File: src/rtl/reg_arb_pkg.sv
// Shared types and helpers for the round-robin register write arbiter.
package reg_arb_pkg;

    typedef enum logic [1:0] {
        IDLE  = 2'd0,
        GRANT = 2'd1,
        HOLD  = 2'd2
    } state_t;

    // Index width for n requesters. Never returns less than 1, so a
    // two-requester build still gets a usable index bit.
    function automatic int idx_w(input int n);
        return (n <= 2) ? 1 : $clog2(n);
    endfunction

endpackage

File: src/rtl/reg_write_arbiter_rr_pick.sv
// Combinational round-robin picker. It scans from last+1 upward and wraps
// modulo NREQ. It returns the first requester it finds, with the winner
// given both as an index and as a one-hot vector.
module rr_pick
    import reg_arb_pkg::*;
#(
    parameter int NREQ = 4,
    parameter int IW   = idx_w(NREQ)
) (
    input  logic [NREQ-1:0] i_req,
    input  logic [IW-1:0]   i_last,
    output logic            o_valid,
    output logic [IW-1:0]   o_winner,
    output logic [NREQ-1:0] o_onehot
);

    // The scan runs from the farthest candidate to the nearest. The last hit
    // is therefore the requester closest after the pointer.
    always_comb begin
        logic [IW-1:0] w_idx;
        w_idx    = '0;
        o_valid  = 1'b0;
        o_winner = '0;
        o_onehot = '0;
        for (int k = NREQ; k >= 1; k--) begin
            w_idx = IW'((int'(i_last) + k) % NREQ);
            if (i_req[w_idx]) begin
                o_valid  = 1'b1;
                o_winner = w_idx;
            end
        end
        if (o_valid) begin
            o_onehot = NREQ'(1) << o_winner;
        end
    end

endmodule

File: src/rtl/reg_write_arbiter.sv
// Round-robin write arbiter and its single shared WIDTH-bit register.
// Each grant loads the winner's data, pulses gnt for one cycle, and then
// enforces HOLD_CYC guard cycles before the next arbitration.
// Optional macro REG_ARB_LOCK_EN adds a `lock` input. While lock is set, the
// last winner is regranted for as long as it keeps requesting.
module reg_write_arbiter
    import reg_arb_pkg::*;
#(
    parameter  int NREQ     = 4,
    parameter  int WIDTH    = 8,
    parameter  int HOLD_CYC = 2,
    localparam int IW       = idx_w(NREQ)
) (
    input  logic                  clk,
    input  logic                  reset,
`ifdef REG_ARB_LOCK_EN
    input  logic                  lock,
`endif
    input  logic [NREQ-1:0]       req,
    input  logic [NREQ*WIDTH-1:0] wdata,
    output logic [NREQ-1:0]       gnt,
    output logic [IW-1:0]         grant_id,
    output logic [WIDTH-1:0]      q,
    output logic                  busy
);

    localparam logic [7:0] HOLD_LD = 8'((HOLD_CYC > 0) ? HOLD_CYC - 1 : 0);

    state_t            r_state;
    state_t            w_state_nxt;
    logic [7:0]        r_cnt;
    logic [IW-1:0]     r_last;
    logic [NREQ-1:0]   r_gnt;
    logic [IW-1:0]     r_grant_id;
    logic [WIDTH-1:0]  r_q;

    logic              w_pick_valid;
    logic [IW-1:0]     w_pick_id;
    logic [NREQ-1:0]   w_pick_oh;
    logic              w_lock_hit;
    logic [IW-1:0]     w_win;
    logic [NREQ-1:0]   w_win_oh;
    logic              w_do_grant;

    rr_pick #(.NREQ(NREQ), .IW(IW)) u_pick (
        .i_req    (req),
        .i_last   (r_last),
        .o_valid  (w_pick_valid),
        .o_winner (w_pick_id),
        .o_onehot (w_pick_oh)
    );

`ifdef REG_ARB_LOCK_EN
    assign w_lock_hit = lock && req[r_last];
`else
    assign w_lock_hit = 1'b0;
`endif

    // A lock hit regrants the previous winner, so the pointer stays where it is.
    assign w_win    = w_lock_hit ? r_last : w_pick_id;
    assign w_win_oh = w_lock_hit ? (NREQ'(1) << r_last) : w_pick_oh;

    // Next-state logic: arbitrate only in IDLE, then one GRANT cycle, then the guard.
    always_comb begin
        w_state_nxt = r_state;
        w_do_grant  = 1'b0;
        unique case (r_state)
            IDLE: begin
                if (w_pick_valid) begin
                    w_state_nxt = GRANT;
                    w_do_grant  = 1'b1;
                end
            end
            GRANT:   w_state_nxt = (HOLD_CYC == 0) ? IDLE : HOLD;
            HOLD:    if (r_cnt == 8'd0) w_state_nxt = IDLE;
            default: w_state_nxt = IDLE;
        endcase
    end

    // State register.
    always_ff @(posedge clk) begin
        if (reset) r_state <= IDLE;
        else       r_state <= w_state_nxt;
    end

    // Grant pulse, shared register write, pointer update and guard counter.
    always_ff @(posedge clk) begin
        if (reset) begin
            r_gnt      <= '0;
            r_q        <= '0;
            r_grant_id <= '0;
            r_last     <= IW'(NREQ - 1);
            r_cnt      <= 8'd0;
        end else begin
            r_gnt <= w_do_grant ? w_win_oh : '0;
            if (w_do_grant) begin
                r_q        <= wdata[int'(w_win)*WIDTH +: WIDTH];
                r_grant_id <= w_win;
                r_last     <= w_win;
            end
            if (r_state == GRANT)
                r_cnt <= HOLD_LD;
            else if (r_state == HOLD && r_cnt != 8'd0)
                r_cnt <= r_cnt - 8'd1;
        end
    end

    assign gnt      = r_gnt;
    assign grant_id = r_grant_id;
    assign q        = r_q;
    assign busy     = (r_state != IDLE);

endmodule

File: config.mk
export PLATFORM = sky130hd
export DESIGN_NAME = reg_write_arbiter
export DESIGN_NICKNAME = d
export VERILOG_FILES = /design/src/rtl/reg_arb_pkg.sv /design/src/rtl/reg_write_arbiter_rr_pick.sv /design/src/rtl/reg_write_arbiter.sv
export SDC_FILE = /design/constraint.sdc
export NUM_CORES = 1
export LEC_CHECK = 0
export ABC_CLOCK_PERIOD_IN_PS = 1700
export CORE_UTILIZATION = 35
export CTS_CLUSTER_DIAMETER = 200
export DETAILED_ROUTE_END_ITERATION = 6
export HOLD_SLACK_MARGIN = 0.1
export PLACE_DENSITY = 0.64
export SYNTH_ARGS = -nofsm -noshare
export SYNTH_HDL_FRONTEND = slang
export SYNTH_SLANG_ARGS = --single-unit
File: constraint.sdc
create_clock -name clk -period 1.7 [get_ports clk]
set_input_delay 0.34 -clock clk [delete_from_list [all_inputs] [get_ports clk]]
set_output_delay 0.34 -clock clk [all_outputs]
set_load 0.005 [all_outputs]
; ---- Word-level counts from Yosys, hierarchy flattened
; Cells that the tools add are included.
[totals]
ff_bits = 26
elab_cells = 56
[op_classes]
add_sub_neg = 5
n_lt_le_gt_ge = 4
eq_ne = 4
shift = 2
muxes = 23
bitwise_logic = 2
n_reduce_logical = 9
[op_table]
columns = operator, count
row1 = $shiftx A32 B6 Y8, 1
row2 = $lt A2 B3 Y1 const B, 4
row3 = $mux W1, 12
row4 = $mux W2, 6
row5 = $bmux W1 S2, 4
row6 = $logic_not A8 Y1, 1
row7 = $reduce_bool A8 Y1, 1
row8 = $sub A8 B1 Y8 const B, 1
row9 = $pmux W2 S3, 1
row10 = $add A2 B1 Y2 const B, 2
row11 = $add A2 B2 Y2 const B, 2
row12 = $reduce_bool A2 Y1, 2
row13 = $shl A1 B2 Y4 const A, 1
row14 = $reduce_or A3 Y1, 1
row15 = $eq A2 B1 Y1 const B, 1
row16 = $eq A2 B2 Y1 const B, 1
row17 = $logic_not A2 Y1, 1
row18 = $ne A2 B1 Y1 const B, 1
row19 = $ne A2 B2 Y1 const B, 1
row20 = $not A1 Y1, 2
row21 = $reduce_and A2 Y1, 1
row22 = $reduce_or A2 Y1, 1
row23 = $logic_and A1 B1 Y1, 1

; ---- Logic depth before layout (Yosys ltp)
; Gate-level depths: netlist of run 1.
[logic_depth]
ltp_word = 11
mapped_depth = 8
ltp_nobuf = 7

; ---- By module
; A second synthesis of run 1 with hierarchy kept.
[unflattened]
hier_cells = 159
area_unflattened_um2 = 1421.4
[modules_own_cells]
columns = mod, instances, cells_each, area_each_um2, seq_area_each_um2
row1 = reg_write_arbiter, 1, 131, 1243.7, 520.5
row2 = rr_pick, 1, 28, 177.7, 0.0

; ---- Worst setup path after synthesis of run 1
; No wires, ideal clock.
[synth_path]
path_type = reg2reg
from = register r_state[0]
to = register r_last[0]
arrival_ns = 1.448
path_slack_ns = 0.129
stages_incl_launch_ff = 8
path_buffers = 3
period_less_slack_ns = 1.571
path_cell_list = dfxtp_1 -> or2_0 -> clkbuf_1 -> or2_1 -> buf_6 -> buf_8 -> nor3_1 -> o21bai_1
[synth_between]
elab_chain_len = 2
[synth_lines]
columns = element, line
row1 = start: declaration, reg_write_arbiter.sv:29  ; state_t r_state;
row2 = start signal: assignment, reg_write_arbiter.sv:83  ; else r_state <= w_state_nxt;
row3 = $logic_not A2 Y1, reg_write_arbiter.sv:67  ; unique case (r_state)
row4 = $mux W1, reg_write_arbiter.sv:67
row5 = end signal: assignment, reg_write_arbiter.sv:92  ; r_last <= IW'(NREQ - 1);
row6 = end signal: assignment, reg_write_arbiter.sv:99  ; r_last <= w_win;
row7 = end: declaration, reg_write_arbiter.sv:32  ; logic [IW-1:0] r_last;
; No other way between the ends.
; A chain may end at the register's enable or synchronous reset.

; ---- Final worst setup path of run 1
[layout_path]
from = register r_last[1]
to = register r_q[5], in the netlist q[5]
[layout_between]
elab_chain_len = 9
word_cells_on_any_way = 23
classes_between = add/sub: 4 / shift: 1 / mux: 18
[layout_lines]
columns = element, line
row1 = "parallel branches: the longest is 9 deep, another holds $add A2 B1 Y2", -
row2 = end signal: assignment, reg_write_arbiter.sv:97  ; r_q <= wdata[int'(w_win)*WIDTH +: WIDTH];
row3 = end: declaration, reg_write_arbiter.sv:35  ; logic [WIDTH-1:0] r_q;
; Several ways; the timed one is not identified. The select of a mux whose other input is x is not followed.

==> flow_summary.yaml, run 1 <==
outcome:
  outcome: "finished, final reports clean"
timing:
  hold_violations: 0
  period_share: 0.977
  rsz0062_at_grt: "true"
  setup_violations: 0
  fin_tns_setup_ns: 0
  clock-skew-final_ns: 0.00267
  worst_slew_pin_slew_ns: 0.413
  relSlewSlack: 0.723
  clock.fmax_ghz: 0.602
  min_period_ns: 1.66
  slew_viol_final: 0
yosys:
  synthTopCellsByArea: "dfxtp_1 (37%), mux2i_1 (7.0%), mux2_2 (5.5%), nor3_1 (4.6%), nor2_1 (4.2%)"
  yosys-top-cells-count: "dfxtp_1 (26), nor2_1 (16), nor3_1 (13)"
  syn_area_sq_mm: 0.00142
  synth_seq_cells: 26
  avgSynthCellArea_sq_um: 9.48
  syn_nets: 190
  yosysSeqAreaShare: 0.366
  synth.most_common_cell: "dfxtp_1"
  netlist_instances: 150
  synthArstFlopShare: 0
  synth_cell_types: 39
  ys.flop_type: "dfxtp_1"
  synth_area_leader_cell: "dfxtp_1"
  yosysWarnings: 0
  synth-edff-count: 0
  synth_top_area_frac: 0.366
min_path:
  hold_class: "register to register"
final_layout:
  drive_gt1_frac: 0.273
  fin_nets: 268
  syn_to_final_growth_pct: 64.6
  ff_latch_area_sq_um: 524
  fin_cells: 275
  diodes: 0
  multi_input_area_sq_um: 897
  n_fill_cell: 292
  postLayoutCellArea_sq_mm: 0.00234
setup_path:
  reg2reg_slack_ns: 0.04
  cp-start-kind: "register"
  crit_type: "register to register"
  path_max_fanout: 7
  r2r_end: "q[5]"
  critPathCaptureType: "register"
  r2r_cells: 7
  r2r-start: "r_last[1]"
  cp.required_ns: 1.88
  cp-endpoint: "q[5]"
  arrival_ns: 1.85
  critPathLaunch: "r_last[1]"
floorplanning:
  die_h_microns: 65.7
  pin_count: 53
  dieArea_sq_mm: 0.00432
  die_w_microns: 65.7
  rows: 22
  initial_core_util: 0.377
  coreArea_sq_mm: 0.00377
power:
  ir_drop_mv: 0.464
  pwr-share-comb: 0.423
  swShare: 0.293
  p_clk_frac: 0.203
  p_seq_frac: 0.374
  p_per_area_mw_per_mm2: 840
  power_switching_uw: 577
  p_int_mw: 1.39
  leakage_nw: 0.943
place:
  dpl_cell_area_sq_mm: 0.00208
  placed_cells: 260
  io_buffers: 52
  dp_hpwl_microns: 2600
  gp_congestion: 0.713
grt:
  antenna_found_initial: 0
  grt_remaining_overflow: 0
  grt_pass1_wl_microns: 6170
  grt_max_degree: 16
  grt_pass1_vias: 1396
  grt.total_usage: 0.185
detailed_routing:
  postRouteWirelength_microns: 3800
  detail_route.wl_per_cell_microns: 13.8
  num_vias: 1361
  drtIter0Drc: 25
  drt_first_pass_iters: 4
  post_drt_via_cell_ratio: 4.95
  drc: 0
  postRouteAntennaNets: 0
clock_network:
  htree_levels: 1
  ctsHoldBuffers: 0
  cts_buffer_depth: 2
  clock-sinks: 26
  clk_pin_slew_ns: 0.09
  tritoncts: "yes"
  cts-root-buf: "clkbuf_8"
  insertion_delay_ns: 0.27
  cts-buffers-inserted: 3
run:
  drv_cap: 0
power by group through the flow:
stage	Combinational [mW]	Clock, mW	Sequential [mW]
floorplan	0.356	0	0.737
global placement	0.648	0	0.744
detailed placement	0.661	0	0.744
CTS	0.812	0.407	0.730
global route	0.894	0.438	0.745
finish	0.832	0.399	0.735
cells by family (layout without fill, tap and decap cells):
family                   count (synthesis)  in the layout  share of synthesized area
flip-flops                              26             26                      0.366
adder cells (fa/ha/maj)                  2              2                     0.0176
multiplexers                            17             17                      0.126
buffers and inverters                   12             89                     0.0581
XOR/XNOR                                 6              6                     0.0370
AND/OR/NAND/NOR                         59             59                      0.238
AO/OA/AOI/OAI                           28             28                      0.158
per-stage QoR:
step / hold slack [ns] / util / total power [mW] / setup WS, ns
2_1_floorplan: 0.462 / - / 1.09 / 0.129
3_3_place_gp: 0.481 / 0.551 / 1.39 / -0.509
3_5_place_dp: 0.496 / 0.551 / 1.40 / -0.608
4_1_cts: 0.516 / 0.611 / 1.95 / -0.0236
5_1_grt: 0.539 / 0.620 / 2.08 / -0.00296
6_report: 0.515 / 0.620 / 1.97 / 0.0388
state kept, by name (all words and copies together) (netlist names):
| register | flops |
|---|---|
| gnt | 4 |
| r_last | 2 |
| r_state | 2 |
| r_cnt | 8 |
| q | 8 |
| grant_id | 2 |
cell type report:
cell class	count	area share
Multi-Input combinational cell	112	0.383
Timing Repair Buffer	80	0.335
Sequential cell	26	0.224
Tap cell	48	0.0257
Clock buffer	4	0.0235
Inverter	5	0.00802
cells in the final DEF (no fill, tap or decap), drive strengths merged, types with 2 or more instances in the layout:
cell type,netlist,routed
mux2,7,7
a211oi,6,6
xor2,3,3
dlygate4sd2,0,3
nand3b,5,5
clkbuf,2,5
o211ai,3,3
nand2,4,4
inv,5,5
a21o,3,3
nor2b,2,2
dfxtp,26,26
nand2b,4,4
mux2i,10,10
a21oi,5,5
nor3,14,14
nor2,17,17
ha,2,2
o21bai,5,5
nand3,6,6
or2,2,2
clkdlybuf4s50,0,47
a31oi,2,2
buf,5,28
nor4,2,2
xnor2,3,3
critical path, cell delays in order (launching register included):
cell and delay, ns:
dfxtp_2 0.37, buf_6 0.12, mux2i_1 0.21, o22ai_2 0.12, nor2_4 0.14, buf_12 0.13, mux2_2 0.32, a211oi_1 0.17
per-layer routing:
layer / global-route usage / wire length [microns]
met4: 0.0543 / 15
met2: 0.318 / 1890
met3: 0.0365 / 169
met1: 0.232 / 1720
met5: 0 / 0
worst min-delay path by stage:
| stage | start | to | slack, ns | cells after the start |
|---|---|---|---|---|
| finish | q[6] | q[6] | 0.52 | 2 |
| global route | grant_id[1] | grant_id[1] | 0.54 | 2 |
| CTS | grant_id[1] | grant_id[1] | 0.52 | 2 |
| detailed placement | grant_id[1] | grant_id[1] | 0.50 | 2 |
| global placement | grant_id[1] | grant_id[1] | 0.48 | 2 |
| floorplan | reset | r_state[0] | 0.46 | 1 |
timing repair:
action,4_1_cts,5_1_grt
buffers inserted,7,5
pin swaps,4,5
endpoints found under the setup margin,16,12
gates resized for setup,27,12
gates cloned,2,0
No activity file was read; power rests on OpenSTA's default activity.
==> run 2, diff against run 1 <==
- PLACE_DENSITY: 0.64 -> 0.76
==> run 2 against run 1 <==
Die area unchanged. Final area decreased by 1.9%. Combinational power decreased by 6.5%. Core utilization decreased by 1.2 points. Worst hold slack got worse by 0.0054 ns. Critical endpoint is now q[0]. Sequential share of layout area increased by 0.44 points. Sequential power about the same.
==> flow_summary.yaml, run 2 (synthesis gave the netlist of run 1 again) <==
outcome:
  outcome: "finished, final reports clean"
detailed_routing:
  post_drt_via_cell_ratio: 4.89
  drtIter0Drc: 23
  num_vias: 1326
  postRouteWirelength_microns: 3650
  met2_length_microns: 1840
  met3WireLength_microns: 128
  met1_length_microns: 1620
  drc: 0
  drt_first_pass_iters: 4
  detail_route.wl_per_cell_microns: 13.5
  maxUsedRoutingLayer: "met4"
  postRouteAntennaNets: 0
timing:
  clock.fmax_ghz: 0.610
  min_period_ns: 1.64
  worst_slew_pin_slew_ns: 0.462
  finalWorstSetupSlack_ns: 0.0616
  setup_violations: 0
  fin_tns_setup_ns: 0
  clock-skew-final_ns: 0.00800
  relSlewSlack: 0.689
  hold_violations: 0
  whs_ns: 0.510
  slew_viol_final: 0
  period_share: 0.964
setup_path:
  crit_type: "input port to register"
  critPathCaptureType: "register"
  slowest_stage: "bufbuf_16"
  reg2reg_slack_ns: 0.07
  arrival_ns: 1.84
  cp-start-kind: "input port"
  r2r_cells: 7
  cp.required_ns: 1.90
  path_max_fanout: 8
  slowest_delay_ns: 0.29
  crit_chain: "dlygate4sd2_1, buf_4, a21o_1, a31oi_4, bufbuf_16, nor3_1, mux2_2, a211oi_1"
final_layout:
  mostFrequentLayoutCells: "clkdlybuf4s50_1 (47), dfxtp_1 (23), buf_4 (18)"
  syn_to_final_growth_pct: 61.4
  n_fill_cell: 321
  fin_cells: 271
  utilization: 0.608
  final_common_cell: "clkdlybuf4s50_1"
  diodes: 0
  ff_latch_area_sq_um: 524
  postLayoutCellArea_sq_mm: 0.00229
  multi_input_area_sq_um: 873
  fin_nets: 264
  drive_gt1_frac: 0.251
clock_network:
  tritoncts: "yes"
  cts-buffers-inserted: 3
  cts-root-buf: "clkbuf_8"
  ctsHoldBuffers: 0
  htree_levels: 1
  cts_buffer_depth: 2
  insertion_delay_ns: 0.28
  clk_pin_slew_ns: 0.09
  clock-sinks: 26
grt:
  grt_max_degree: 16
  grt_pass1_vias: 1356
  grt_pass1_wl_microns: 5980
  grt_remaining_overflow: 0
  grt.total_usage: 0.184
  antenna_found_initial: 0
power:
  ir_drop_mv: 0.612
  power_mw: 2.02
  p_per_area_mw_per_mm2: 882
  leakage_nw: 0.912
floorplanning:
  pin_count: 53
  die_h_microns: 65.7
  dieArea_sq_mm: 0.00432
  initial_core_util: 0.377
  rows: 22
  die_w_microns: 65.7
  coreArea_sq_mm: 0.00377
min_path:
  hold_class: "register to register"
  min_delay_path_depth: 2
place:
  dpl_cell_area_sq_mm: 0.00208
  dp_slack_ns: -0.628
  io_buffers: 52
  gp_congestion: 0.800
  placed_cells: 260
  dp_hpwl_microns: 2520
run:
  drv_cap: 0
[run 2: cell type report]
cell class	instances	share of cell area
Sequential cell	26	0.228
Timing Repair Buffer	76	0.326
Multi-Input combinational cell	112	0.381
Clock inverter	1	0.0131
Clock buffer	3	0.0180
Inverter	5	0.00818
Tap cell	48	0.0262
[run 2: worst max-delay path, delay by kind of cell]
kind                   cells  cell delay [ns]
AOI/OAI and AO/OA          3             0.51
muxes                      1             0.25
and+or+nand+nor            1             0.05
buffers and inverters      3             0.70
[run 2: worst paths after layout]
path,startpoint,to
worst min-delay path,grant_id[1],grant_id[1]
worst max register to register,r_last[1],r_last[1]
worst min register to register,grant_id[1],grant_id[1]
worst max-delay path,req[0],q[0]
[run 2: power breakdown]
| part | total (mW) | switching, mW | internal (mW) |
|---|---|---|---|
| combinational | 0.778 | 0.309 | 0.469 |
| sequential | 0.734 | 0.0491 | 0.685 |
| clock | 0.512 | 0.197 | 0.315 |
[run 2: metal layers]
metal,track usage,vias to the layer above
li1,-,690
met1,0.216,607
met2,0.309,24
met3,0.0382,5
met4,0.101,0
met5,0,-
[run 2: timing repair]
action / 4_1_cts / 5_1_grt
buffers inserted: 6 / 0
resized for setup: 14 / 10
pin swaps: 3 / 1
cloned: 1 / 0
setup endpoints to repair: 15 / 8
